<file path="src/rtl/fetch_stage.sv">
// fetch_stage: owns the PC, issues in-order word fetches, buffers returned instructions, handles redirects.
// Latency: a response in cycle N is offered to decode in cycle N+1 (same cycle when FETCH_BYPASS_EN is defined).
// Backpressure: decode stalls via io_out_ready; requests are withheld while in-flight plus buffered reaches FIFO_DEPTH.
// Ports: clock/reset (sync, active-high); io_imem_req_* fetch requests; io_imem_resp_* in-order responses (never stalled);
//        io_redirect_* new PC from branch/jump resolution; io_out_* instruction, PC and pre-sliced fields to decode.
// Optional feature: define FETCH_BYPASS_EN to forward a response straight to io_out_* when the buffer is empty.
module fetch_stage #(
    parameter logic [31:0] RESET_PC   = 32'h0000_0000,
    parameter int          FIFO_DEPTH = 2
) (
    input  logic        clock,
    input  logic        reset,
    output logic        io_imem_req_valid,
    input  logic        io_imem_req_ready,
    output logic [31:0] io_imem_req_addr,
    input  logic        io_imem_resp_valid,
    input  logic [31:0] io_imem_resp_data,
    input  logic        io_redirect_valid,
    input  logic [31:0] io_redirect_pc,
    output logic        io_out_valid,
    input  logic        io_out_ready,
    output logic [31:0] io_out_inst,
    output logic [31:0] io_out_pc,
    output logic [6:0]  io_out_opcode,
    output logic [2:0]  io_out_funct3,
    output logic [6:0]  io_out_funct7
);
    localparam int              PTR_W    = $clog2(FIFO_DEPTH);
    localparam int              CNT_W    = PTR_W + 1;
    localparam logic [CNT_W:0]  DEPTH_C  = (CNT_W + 1)'(FIFO_DEPTH);
    localparam logic [31:0]     NOP_INST = 32'h0000_0013;

    typedef enum logic [1:0] {BOOT, FETCH, DRAIN} state_t;

    state_t           state_q, state_d;
    logic [31:0]      pc_q, pc_d;
    logic [CNT_W-1:0] outst_q, outst_d;
    logic [CNT_W-1:0] drop_q, drop_d;
    logic [CNT_W-1:0] cnt_q, cnt_d;
    logic [PTR_W-1:0] rd_ptr_q, rd_ptr_d;
    logic [PTR_W-1:0] wr_ptr_q, wr_ptr_d;
    logic [31:0]      buf_inst_q [FIFO_DEPTH];
    logic [31:0]      buf_pc_q   [FIFO_DEPTH];

    logic             fifo_empty;
    logic             resp_fire;
    logic             redir;
    logic             req_fire;
    logic             push;
    logic             pop;
    logic             byp_vld;
    logic [CNT_W:0]   inflight;
    logic [31:0]      resp_pc;
    logic [CNT_W-1:0] resp_dec;
    logic             unused_redirect_lsb;

    // The low address bits of a redirect target are always forced to zero.
    assign unused_redirect_lsb = ^io_redirect_pc[1:0];

    assign fifo_empty = (cnt_q == '0);
    // A response with nothing outstanding is stale (e.g. issued before reset) and is ignored.
    assign resp_fire  = io_imem_resp_valid && (outst_q != '0);
    assign redir      = io_redirect_valid && (state_q != BOOT);
    assign resp_dec   = CNT_W'(resp_fire);

    assign inflight          = {1'b0, outst_q} + {1'b0, cnt_q};
    assign io_imem_req_valid = (state_q == FETCH) && !io_redirect_valid && (inflight < DEPTH_C);
    assign io_imem_req_addr  = pc_q;
    assign req_fire          = io_imem_req_valid && io_imem_req_ready;

    // Responses return in request order, so the oldest in-flight fetch sits outst_q words behind pc_q.
    assign resp_pc = pc_q - {{(30 - CNT_W){1'b0}}, outst_q, 2'b00};

`ifdef FETCH_BYPASS_EN
    assign byp_vld = (state_q == FETCH) && fifo_empty && resp_fire && !io_redirect_valid;
`else
    assign byp_vld = 1'b0;
`endif

    assign io_out_valid = (!fifo_empty || byp_vld) && !io_redirect_valid;
    assign pop          = io_out_valid && io_out_ready && !fifo_empty;
    // A bypassed response consumed the same cycle never needs a buffer slot.
    assign push         = (state_q == FETCH) && !redir && resp_fire && !(byp_vld && io_out_ready);

    always_comb begin
        io_out_inst = NOP_INST;
        io_out_pc   = RESET_PC;
        if (!fifo_empty) begin
            io_out_inst = buf_inst_q[rd_ptr_q];
            io_out_pc   = buf_pc_q[rd_ptr_q];
        end else if (byp_vld) begin
            io_out_inst = io_imem_resp_data;
            io_out_pc   = resp_pc;
        end
    end

    assign io_out_opcode = io_out_inst[6:0];
    assign io_out_funct3 = io_out_inst[14:12];
    assign io_out_funct7 = io_out_inst[31:25];

    always_comb begin
        state_d  = state_q;
        pc_d     = pc_q;
        outst_d  = outst_q;
        drop_d   = drop_q;
        cnt_d    = cnt_q;
        rd_ptr_d = rd_ptr_q;
        wr_ptr_d = wr_ptr_q;
        case (state_q)
            BOOT: state_d = FETCH;
            FETCH, DRAIN: begin
                if (redir) begin
                    pc_d     = {io_redirect_pc[31:2], 2'b00};
                    cnt_d    = '0;
                    rd_ptr_d = '0;
                    wr_ptr_d = '0;
                    // A response landing in the redirect cycle is already wrong-path and retires now.
                    outst_d  = outst_q - resp_dec;
                    drop_d   = outst_q - resp_dec;
                    state_d  = ((outst_q - resp_dec) != '0) ? DRAIN : FETCH;
                end else if (state_q == FETCH) begin
                    if (req_fire) begin
                        pc_d = pc_q + 32'd4;
                    end
                    outst_d = outst_q + CNT_W'(req_fire) - resp_dec;
                    cnt_d   = cnt_q + CNT_W'(push) - CNT_W'(pop);
                    if (push) begin
                        wr_ptr_d = wr_ptr_q + PTR_W'(1);
                    end
                    if (pop) begin
                        rd_ptr_d = rd_ptr_q + PTR_W'(1);
                    end
                end else begin
                    // Wrong-path responses are dropped until every pre-redirect fetch has returned.
                    outst_d = outst_q - resp_dec;
                    drop_d  = drop_q - resp_dec;
                    if ((drop_q - resp_dec) == '0) begin
                        state_d = FETCH;
                    end
                end
            end
            default: state_d = BOOT;
        endcase
    end

    always_ff @(posedge clock) begin
        if (reset) begin
            state_q  <= BOOT;
            pc_q     <= RESET_PC;
            outst_q  <= '0;
            drop_q   <= '0;
            cnt_q    <= '0;
            rd_ptr_q <= '0;
            wr_ptr_q <= '0;
            for (int i = 0; i < FIFO_DEPTH; i++) begin
                buf_inst_q[i] <= NOP_INST;
                buf_pc_q[i]   <= RESET_PC;
            end
        end else begin
            state_q  <= state_d;
            pc_q     <= pc_d;
            outst_q  <= outst_d;
            drop_q   <= drop_d;
            cnt_q    <= cnt_d;
            rd_ptr_q <= rd_ptr_d;
            wr_ptr_q <= wr_ptr_d;
            if (push) begin
                buf_inst_q[wr_ptr_q] <= io_imem_resp_data;
                buf_pc_q[wr_ptr_q]   <= resp_pc;
            end
        end
    end
endmodule

</file>
<file path="config.mk">
export PLATFORM = sky130hd
export DESIGN_NAME = fetch_stage
export DESIGN_NICKNAME = d
export VERILOG_FILES = /design/src/rtl/fetch_stage.sv
export SDC_FILE = /design/constraint.sdc
export NUM_CORES = 1
export LEC_CHECK = 0
export ABC_CLOCK_PERIOD_IN_PS = 4800
export BUFFER_PORTS_ARGS = -buffer_cell sky130_fd_sc_hd__buf_4
export CAP_MARGIN = 0
export CORE_MARGIN = 5
export CORE_UTILIZATION = 50
export DETAILED_ROUTE_END_ITERATION = 7
export PLACE_DENSITY = 0.82
export SETUP_SLACK_MARGIN = 0.3
export SLEW_MARGIN = 10
export SYNTH_ARGS = -nofsm -noshare
export SYNTH_HDL_FRONTEND = slang
export SYNTH_SLANG_ARGS = --single-unit
</file>
<file path="constraint.sdc">
create_clock -name clock -period 4.8 [get_ports clock]
set_input_delay 0.72 -clock clock [delete_from_list [all_inputs] [get_ports clock]]
set_output_delay 0.72 -clock clock [all_outputs]
set_load 0.1 [all_outputs]
</file>
==> metrics.md <==
| Metric | Value |
|---|---|
| Largest net degree at the start of global routing | `63` |
| Post-DP HPWL | `14,300 µm` |
| CP max FO | `7` |
| Sequential area share after synthesis | `0.510` |
| Layout Nets | `1,086` |
| Avg Cell Area, Syn | `10.0 µm²` |
| # IOs | `185` |
| Area occupied by multi-input gates | `3880 µm²` |
| Hold buffers post-CTS | `0` |
| Num CTS Buffers | `17` |
| Initial core utilization | `0.512` |
| Final core utilization | `0.620` |
| Crit-path slowest cell | `nor4b_2` |
| Clk buf depth | `2` |
| Min-delay worst type | `flip-flop to flip-flop` |
| FILL cells | `1,423` |
| Top cells by area, synth | `edfxtp_1 (42%), dfxtp_1 (9.2%), mux2i_1 (7.3%)` |
| I/O Buffers | `178` |
| CP Buf/Inv Count | `1` |
| DRT Pass-1 Iters | `5` |
| Asr flop ratio synth | `0` |
| Gp weighted congestion | `0.843` |
| Fin crit share | `0.684` |
| DRC | `0` |
| Worst skew pair latency | `430 ps` |
| Setup_tns | `0 ps` |
| Core area | `17,400 µm²` |
| FF+latch count, synth | `165` |
| Wire length per cell | `17.2 µm` |
| Top cells by count, synth | `nor2_1 (158), edfxtp_1 (124), and2_1 (67), mux2i_1 (65), clkbuf_1 (56)` |
| CP Data Arrival Time | `2560 ps` |
| ANT nets after route | `0` |
| Global route overflow | `0` |
| Max IR drop VDD | `0.416 mV` |
| DR vias/cell | `5.61` |
| Post_cts resized | `0` |
| R2r setup slk | `1520 ps` |
| Netlist cell types | `63` |
| Crit path launch type | `flip-flop` |
| Initial antenna violation count | `0` |
| Setup-failing EPs final | `0` |
| Pin slew with the least headroom to its limit | `1160 ps` |
| Vias in the first global route | `6,693` |
| First-pass GRT wire length | `33,500 µm` |
| Top cell type by total area after synthesis | `edfxtp_1` |
| DIE WIDTH | `144 µm` |
| GRT Total Usage | `0.206` |
| Cell family with most CP delay | `simple AND/OR/NAND/NOR gates` |
| Req. time, crit path | `4080 ps` |
| H-tree Lvls | `4` |
| Synthesized cell area | `8910 µm²` |
| Clock root buffer master | `clkbuf_16` |
| Pwr/cell area | `458 nW/µm²` |
| Hold_ws | `503 ps` |
| Reg2reg path depth | `7` |
| CP endpoint kind | `output pin` |
| Die Y-Extent | `144 µm` |
| Clk sink count | `165` |
| Routed via count | `6,959` |
| Synth top area share | `0.418` |
| YS warnings | `0` |
| Slew margin rel. | `0.216` |
| Clock Pin Slew Worst Setup and Hold Paths | `60 ps` |
| Post-Syn Instances | `888` |
| Tot Pwr | `4.94 mW` |
| Leakage power | `4.08 nW` |
| Reg-to-Reg Start | `cnt_q[0]` |
| Reg area | `4550 µm²` |
| CTS tree | `built` |
| Area growth syn-to-layout | `21.2%` |
| Setup Buffers After CTS | `0` |
| CP cell instances | `and2_1 > fa_1 > nor4b_2 > buf_4` |
| Post-synth EDFFs | `124` |
| Layout cell share with drive strength beyond 1 | `0.231` |
| Reg-to-Reg End | `io_imem_req_addr[14]` |
| Clock skew | `12.5 ps` |
| Critical path class | `flip-flop to output pin` |
| Maxcap violations | `0` |
| Crit path time final | `3280 ps` |
| Status | `complete, no violations` |
| Crit path depth | `4` |
| CP startpoint | `cnt_q[0]` |
| Final Max Tran Viols | `0` |
| Cell Count, Final, Fillers Out | `1,241` |
| 1st-iter DRT viols | `425` |
| Main synth FF type | `edfxtp_1` |
| Fin. Hold Viols | `0` |
| FMAX | `0.305 GHz` |
| Std cell rows | `48` |
| CP peak stage delay | `630 ps` |
| Die area | `20,600 µm²` |
| Cells after DPL | `1,208` |
| Setup crit end | `io_imem_req_valid` |
| RSZ-0062 raised after global routing | `false` |
| Final WL | `21,400 µm` |
| Top-count cell post-synth | `nor2_1` |
[cells by family after synthesis]
kind of cell | Yosys count | synth area share
simple gates | 389 | 0.222
other cells | 1 | 0.000421
xor+xnor | 33 | 0.0324
mux | 66 | 0.0743
flops | 165 | 0.510
fa+ha+maj | 14 | 0.0213
buf+inv | 109 | 0.0583
compound gates | 111 | 0.0813
[routing by layer]
layer / track usage / part of all wire / up-vias
met5: 0 / 0 / -
met4: 0.0614 / 0.017 / 0
met3: 0.0423 / 0.079 / 31
met2: 0.357 / 0.50 / 273
met1: 0.261 / 0.41 / 3310
li1: - / - / 3345
[worst min-delay path, delay by kind of cell, from the launching register on]
kind / cells / cell delay, ps
AOI/OAI and AO/OA: 2 / 140
DFF: 1 / 310
[per-stage QoR]
step | cell area, µm² | worst slack [ps]
6_report | 10800 | 1520
5_1_grt | 10800 | 1200
4_1_cts | 10800 | 1500
3_5_place_dp | 10200 | 1430
3_3_place_gp | 10200 | 1450
2_1_floorplan | 8920 | 467
[worst min path at each step]
stage | endpoint | cells past startpoint | startpoint
finish | flip-flop | 2 | rd_ptr_q
global route | flip-flop | 2 | rd_ptr_q
CTS | flip-flop | 2 | rd_ptr_q
detailed placement | flip-flop | 2 | rd_ptr_q
global placement | flip-flop | 2 | rd_ptr_q
floorplan | flip-flop | 2 | rd_ptr_q
[sequential cells by signal, indices dropped and copies added (netlist names), named ones only]
name              flops
rd_ptr_q              1
outst_q               2
wr_ptr_q              1
cnt_q                 2
buf_pc_q             60
buf_inst_q           64
io_imem_req_addr     30
drop_q                2
state_q               2
[cells in the final DEF (no fill, tap or decap), types with 5 or more instances in the layout]
cell type	synthesis	layout
and3_1	9	9
nand4_1	10	10
ha_1	12	12
nand3_1	26	26
a22oi_1	7	7
mux2i_1	65	65
nor4_1	14	14
or3_1	8	8
edfxtp_1	124	124
buf_4	23	186
inv_6	0	5
xor2_1	16	16
inv_1	14	14
a211oi_1	7	7
nor3_1	15	13
dfxtp_1	41	40
and2_1	67	67
nand2_1	39	39
o21ai_0	26	26
xnor2_1	17	17
a22o_1	5	5
a21oi_1	30	30
nand2b_1	12	10
nor2_1	158	157
clkbuf_16	0	17
a2bb2oi_1	5	5
[where the power goes]
group | total (mW) | leakage (nW) | internal, mW | switching (mW)
combinational | 1.72 | 2.18 | 0.559 | 1.16
sequential | 1.80 | 1.59 | 1.66 | 0.140
clock | 1.42 | 0.301 | 0.833 | 0.590
[cell type report]
type,instances,area share
antenna,1,0.000232
clock buffer,17,0.0394
clock inverter,15,0.0177
inverter,14,0.00486
multi-input combinational,617,0.360
sequential,165,0.421
tap,225,0.0261
timing repair buffer,187,0.131
(Power assumes the default switching activity.)
